## config.mk

```make
export PLATFORM = sky130hd
export DESIGN_NAME = counter_run_controller_flat
export DESIGN_NICKNAME = d
export VERILOG_FILES = /design/src/rtl/counter_run_controller_pkg.sv /design/src/rtl/counter_run_controller_if.sv /design/src/rtl/counter_run_controller_step.sv /design/src/rtl/counter_run_controller.sv /design/src/flat_wrapper.sv
export SDC_FILE = /design/constraint.sdc
export NUM_CORES = 1
export LEC_CHECK = 0
export ABC_AREA = 1
export BUFFER_PORTS_ARGS = -buffer_cell sky130_fd_sc_hd__buf_4
export CAP_MARGIN = 15
export CELL_PAD_IN_SITES_DETAIL_PLACEMENT = 2
export CELL_PAD_IN_SITES_GLOBAL_PLACEMENT = 2
export CORE_UTILIZATION = 33
export CTS_CLUSTER_DIAMETER = 60
export CTS_CLUSTER_SIZE = 28
export DETAILED_ROUTE_END_ITERATION = 16
export PLACE_DENSITY = 0.91
export SYNTH_ARGS = -nofsm -noshare
export SYNTH_HDL_FRONTEND = slang
export SYNTH_SLANG_ARGS = --single-unit
```

## constraint.sdc

```tcl
create_clock -name clock -period 3.7 [get_ports clock]
set_clock_uncertainty 0.15 [all_clocks]
set_input_delay 0.37 -clock clock [delete_from_list [all_inputs] [get_ports clock]]
set_output_delay 0.37 -clock clock [all_outputs]
set_load 0.02 [all_outputs]
```

## src/rtl/counter_run_controller_pkg.sv

```systemverilog
// counter_run_controller_pkg: mode codes and FSM state encodings shared by the counter controller
package counter_run_controller_pkg;
  typedef enum logic [1:0] {MODE_UP = 2'd0, MODE_DOWN = 2'd1, MODE_REVERSE = 2'd2, MODE_HOLD = 2'd3} mode_e;
  typedef enum logic [1:0] {IDLE = 2'd0, RUN = 2'd1, DONE = 2'd2} state_e;
endpackage

```

## src/rtl/counter_run_controller_if.sv

```systemverilog
// counter_run_controller_if: command handshake and counter status bundle
interface counter_run_controller_if #(
  parameter int MAX = 16,
  parameter int LEN_W = 8
);
  localparam int DIGITS = $clog2(MAX);
  logic              cmd_valid;
  logic              cmd_ready;
  logic [1:0]        cmd_mode;
  logic [DIGITS-1:0] cmd_start;
  logic [LEN_W-1:0]  cmd_len;
  logic              abort;
  logic [DIGITS-1:0] count;
  logic              dir;
  logic              busy;
  logic              done;
  logic              wrap;
  modport master (
    output cmd_valid, cmd_mode, cmd_start, cmd_len, abort,
    input  cmd_ready, count, dir, busy, done, wrap
  );
  modport slave (
    input  cmd_valid, cmd_mode, cmd_start, cmd_len, abort,
    output cmd_ready, count, dir, busy, done, wrap
  );
endinterface

```

## src/rtl/counter_run_controller_step.sv

```systemverilog
// counter_run_controller_step: combinational next count/direction and endpoint detect for one step
module counter_run_controller_step
  import counter_run_controller_pkg::*;
#(
  parameter int MAX = 16,
  localparam int DIGITS = $clog2(MAX)
) (
  input  logic [DIGITS-1:0] count_i,
  input  logic              dir_i,
  input  mode_e             mode_i,
  output logic [DIGITS-1:0] next_count_o,
  output logic              next_dir_o,
  output logic              endpoint_o
);
  logic top, bot, up;
  assign top = count_i == DIGITS'(MAX - 1);
  assign bot = count_i == '0;
  // ping-pong keeps climbing unless at the top, and turns upward only at zero
  assign up = dir_i ? !top : bot;
  always_comb begin
    next_count_o = mode_i == MODE_UP      ? (top ? '0 : count_i + 1'b1) :
                   mode_i == MODE_DOWN    ? (bot ? DIGITS'(MAX - 1) : count_i - 1'b1) :
                   mode_i == MODE_REVERSE ? (up ? count_i + 1'b1 : count_i - 1'b1) : count_i;
    next_dir_o   = mode_i == MODE_REVERSE ? up : dir_i;
    endpoint_o   = mode_i == MODE_UP   ? top :
                   mode_i == MODE_DOWN ? bot :
                   (mode_i == MODE_REVERSE) && (dir_i ? top : bot);
  end
endmodule

```

## src/rtl/counter_run_controller.sv

```systemverilog
// counter_run_controller: accepts run commands and steps a modulo-MAX counter once per clock
module counter_run_controller
  import counter_run_controller_pkg::*;
#(
  parameter int MAX = 16,
  parameter int LEN_W = 8
) (
  input logic clock,
  input logic reset_n,
  counter_run_controller_if.slave bus
);
  localparam int DIGITS = $clog2(MAX);
  state_e            state_q, state_d;
  mode_e             mode_q, mode_d;
  logic [DIGITS-1:0] count_q, count_d, next_count, start_c;
  logic [LEN_W-1:0]  rem_q, rem_d;
  logic              dir_q, dir_d, wrap_q, wrap_d, next_dir, endpoint;
  // a power-of-two modulus cannot receive an out-of-range start value
  if (MAX == (1 << DIGITS)) begin : g_pow2
    assign start_c = bus.cmd_start;
  end else begin : g_clamp
    assign start_c = bus.cmd_start > DIGITS'(MAX - 1) ? DIGITS'(MAX - 1) : bus.cmd_start;
  end
  counter_run_controller_step #(.MAX(MAX)) u_step (
    .count_i(count_q),
    .dir_i(dir_q),
    .mode_i(mode_q),
    .next_count_o(next_count),
    .next_dir_o(next_dir),
    .endpoint_o(endpoint)
  );
  always_comb begin
    state_d = state_q;
    mode_d  = mode_q;
    count_d = count_q;
    dir_d   = dir_q;
    rem_d   = rem_q;
    wrap_d  = 1'b0;
    if (state_q == IDLE && bus.cmd_valid) begin
      count_d = start_c;
      mode_d  = mode_e'(bus.cmd_mode);
      dir_d   = bus.cmd_mode != MODE_DOWN;
      rem_d   = bus.cmd_len;
      state_d = bus.cmd_len != '0 ? RUN : DONE;
    end else if (state_q == RUN) begin
      state_d = bus.abort ? IDLE : rem_q == LEN_W'(1) ? DONE : RUN;
      count_d = bus.abort ? count_q : next_count;
      dir_d   = bus.abort ? dir_q : next_dir;
      rem_d   = bus.abort ? rem_q : rem_q - 1'b1;
      wrap_d  = !bus.abort && endpoint;
    end else if (state_q == DONE) begin
      state_d = IDLE;
    end
  end
  always_ff @(posedge clock or negedge reset_n) begin
    if (!reset_n) begin
      state_q <= IDLE;
      mode_q  <= MODE_UP;
      count_q <= '0;
      dir_q   <= 1'b1;
      rem_q   <= '0;
      wrap_q  <= 1'b0;
    end else begin
      state_q <= state_d;
      mode_q  <= mode_d;
      count_q <= count_d;
      dir_q   <= dir_d;
      rem_q   <= rem_d;
      wrap_q  <= wrap_d;
    end
  end
  assign bus.cmd_ready = state_q == IDLE;
  assign bus.busy      = state_q == RUN;
  assign bus.done      = state_q == DONE;
  assign bus.count     = count_q;
  assign bus.dir       = dir_q;
  assign bus.wrap      = wrap_q;
endmodule

```

## src/flat_wrapper.sv

```systemverilog
// flat-port wrapper written by rule: the top's interface ports become plain ports
module counter_run_controller_flat import counter_run_controller_pkg::*;
#(
  parameter int MAX = 16,
  parameter int LEN_W = 8
)
  (clock, reset_n, bus_cmd_valid, bus_cmd_mode, bus_cmd_start, bus_cmd_len, bus_abort, bus_cmd_ready, bus_count, bus_dir, bus_busy, bus_done, bus_wrap);
  counter_run_controller_if #(.MAX(MAX), .LEN_W(LEN_W)) bus_i ();
  input logic clock;
  input logic reset_n;
  input wire logic [$bits(bus_i.cmd_valid)-1:0] bus_cmd_valid;
  input wire logic [$bits(bus_i.cmd_mode)-1:0] bus_cmd_mode;
  input wire logic [$bits(bus_i.cmd_start)-1:0] bus_cmd_start;
  input wire logic [$bits(bus_i.cmd_len)-1:0] bus_cmd_len;
  input wire logic [$bits(bus_i.abort)-1:0] bus_abort;
  output wire logic [$bits(bus_i.cmd_ready)-1:0] bus_cmd_ready;
  output wire logic [$bits(bus_i.count)-1:0] bus_count;
  output wire logic [$bits(bus_i.dir)-1:0] bus_dir;
  output wire logic [$bits(bus_i.busy)-1:0] bus_busy;
  output wire logic [$bits(bus_i.done)-1:0] bus_done;
  output wire logic [$bits(bus_i.wrap)-1:0] bus_wrap;
  assign bus_i.cmd_valid = bus_cmd_valid;
  assign bus_i.cmd_mode = bus_cmd_mode;
  assign bus_i.cmd_start = bus_cmd_start;
  assign bus_i.cmd_len = bus_cmd_len;
  assign bus_i.abort = bus_abort;
  assign bus_cmd_ready = bus_i.cmd_ready;
  assign bus_count = bus_i.count;
  assign bus_dir = bus_i.dir;
  assign bus_busy = bus_i.busy;
  assign bus_done = bus_i.done;
  assign bus_wrap = bus_i.wrap;
  counter_run_controller #(.MAX(MAX), .LEN_W(LEN_W)) u_core (.clock(clock), .reset_n(reset_n), .bus(bus_i));
endmodule
```

==> impl_metrics.env <==
export IMPL_rsz0062_at_grt="false"
export IMPL_outcome="completed"
export IMPL_vdd_drop_max_v=0.000238
export IMPL_worstHoldPathType="in -> reg"
export IMPL_place_inst=264
export IMPL_wl_um=4910
export IMPL_crit_path_start_kind="flip-flop"
export IMPL_maxCapViolations=0
export IMPL_avgSynthCellArea_um2=7.25
export IMPL_synthToLayoutAreaGrowth_pct=21.7
export IMPL_cts_resized=0
export IMPL_synth_seq_area_share=0.326
export IMPL_dp_hpwl_um=3350
export IMPL_timing_final_crit_period_ns=2.18
export IMPL_post_cts_buffers=0
export IMPL_setup_violations=0
export IMPL_synth_cells=191
export IMPL_cts_sinks=18
export IMPL_first_global_vias=1528
export IMPL_die_h_um=66.8
export IMPL_hold_viol_final=0
export IMPL_antenna_found_initial=0
export IMPL_fin_util=0.418
export IMPL_yosysWarnings=0
export IMPL_drc_errors=0
export IMPL_grt_max_degree=19
export IMPL_ys_seq_elements=18
export IMPL_num_vias=1436
export IMPL_start_util=0.344
export IMPL_clk_pin_slew_ns=0.08
export IMPL_synth_fp_nets=219
export IMPL_final_max_slew_viol_count=0
export IMPL_core_mm2=0.00403
export IMPL_total_power_w=0.00159
export IMPL_max_freq_ghz=0.458
export IMPL_cts_buffer_depth=2
export IMPL_synth_edf_count=0
export IMPL_drt_iter0_markers=37
export IMPL_cts_buffers=3
export IMPL_cp_end_kind="flip-flop"
export IMPL_ioPinCount=27
export IMPL_drive_gt1_frac=0.178
export IMPL_layout_nets=248
export IMPL_ant_nets=0
export IMPL_die_area_mm2=0.00446
export IMPL_grt_usage=0.240
export IMPL_h_tree_depth=1
export IMPL_antenna_cells=0
export IMPL_syn_area_mm2=0.00139
export IMPL_synthFlopType="dfrtp_1"
export IMPL_grt_pass1_wl_um=7760
export IMPL_finalCritPeriodShare=0.590
export IMPL_port_buffers=26
export IMPL_holdBufCountCts=1
export IMPL_fp_dieW_um=66.8
export IMPL_worst_slew_pin_slew_ns=0.447
export IMPL_required_ns=3.70
export IMPL_setup_tns_ns=0
export IMPL_place_gp_congestion=0.784
export IMPL_hold_slack_ns=0.179
export IMPL_cts_root_buf="clkbuf_8"
export IMPL_dr_pass1_iters=4
export IMPL_wl_per_cell_um=18.2
export IMPL_rows=23
export IMPL_insertion_delay_ns=0.27
export IMPL_synthArstFlopShare=1.00
export IMPL_p_leak_nw=0.888
export IMPL_vias_per_cell=5.34
export IMPL_cp_arrival_ns=2.19
export IMPL_cp_max_fo=16
export IMPL_maxSlewHeadroom=0.702
export IMPL_grt_overflow_total=0
export IMPL_p_per_area_mw_per_mm2=943
export IMPL_finalNonFillerCells=269
export IMPL_cts_tree="yes"
export IMPL_critPathKind="reg -> reg"
export IMPL_yosys_cell_types_count=27
[registers in the layout, indices dropped and copies added, names as in the netlist]
name	flops
u_core.bus.wrap	1
u_core.bus.count	4
u_core.state_q	2
u_core.rem_q	8
u_core.mode_q	2
u_core.bus.dir	1
[cell usage after synthesis, types with 4 or more instances]
cell type | instances | area (um^2)
inv_1 | 29 | 109
xor2_1 | 6 | 52.6
o21ai_0 | 7 | 35.0
nor2_1 | 20 | 75.1
nand2_1 | 55 | 206
ha_1 | 10 | 125
o221ai_1 | 6 | 52.6
nand3_1 | 16 | 80.1
nand4_1 | 4 | 25.0
dfrtp_1 | 17 | 425
[path summary, 6_finish.rpt]
path,startpoint,to,slack (ns),depth (start not counted)
min in group asynchronous,reset_n,u_core.bus.count[3],0.36,2
max in group asynchronous,reset_n,u_core.bus.dir,2.77,2
max reg2reg,u_core.state_q[0],u_core.bus.count[0],1.52,8
min reg2reg,u_core.state_q[1],u_core.state_q[1],0.42,2
min,bus_cmd_len[1],u_core.rem_q[1],0.18,3
max,u_core.state_q[0],u_core.bus.count[0],1.52,8
[layout make-up]
class | count | area [um^2]
Clock buffer | 4 | 55.1
Fill cell | 495 | 2340
Inverter | 29 | 109
Multi-Input combinational cell | 141 | 802
Sequential cell | 18 | 452
Tap cell | 50 | 62.6
Timing Repair Buffer | 27 | 205
[kinds of logic after synthesis]
logic type | synth area share
XOR/XNOR | 0.0379
adder cells (fa/ha/maj) | 0.0903
AND/OR/NAND/NOR | 0.338
AO/OA/AOI/OAI | 0.113
buffers and inverters | 0.0948
flip-flops | 0.326
[placed cells by master, fill, tap and decap left out, types with 2 or more instances in the layout]
cell,n
a31oi_1,2
buf_4,26
clkbuf_8,4
dfrtp_1,17
ha_1,10
inv_1,29
nand2_1,55
nand2_2,2
nand2_4,2
nand3_1,16
nand4_1,4
nor2_1,20
o211ai_1,2
o21ai_0,7
o221ai_1,6
xor2_1,6
[critical path: stages, from the launching register on]
cell and delay [ns]:
dfrtp_1 0.40, inv_1 0.09, ha_1 0.25, nand2_4 0.20, inv_1 0.26, o31ai_4 0.44, nor2_1 0.09, o31ai_1 0.08
nand2_1 0.09
[layer usage]
layer	wire length (um)	track usage
met2	2330	0.419
met3	152	0.0325
met4	182	0.114
met1	2250	0.285
met5	0	0
[power breakdown]
group          total, W  switching, W  internal, W  leakage (nW)
registers      0.000398      0.000104     0.000294         0.223
logic           0.00101      0.000661     0.000352         0.636
clock network  0.000177     0.0000821    0.0000951        0.0288
[through the flow]
stage	instance area (um^2)	setup slack, ns
3_5_place_dp	1620	1.53
2_1_floorplan	1390	2.00
5_1_grt	1690	1.40
3_3_place_gp	1620	1.76
4_1_cts	1690	1.53
6_report	1690	1.52
No activity file was read; power rests on OpenSTA's default activity.
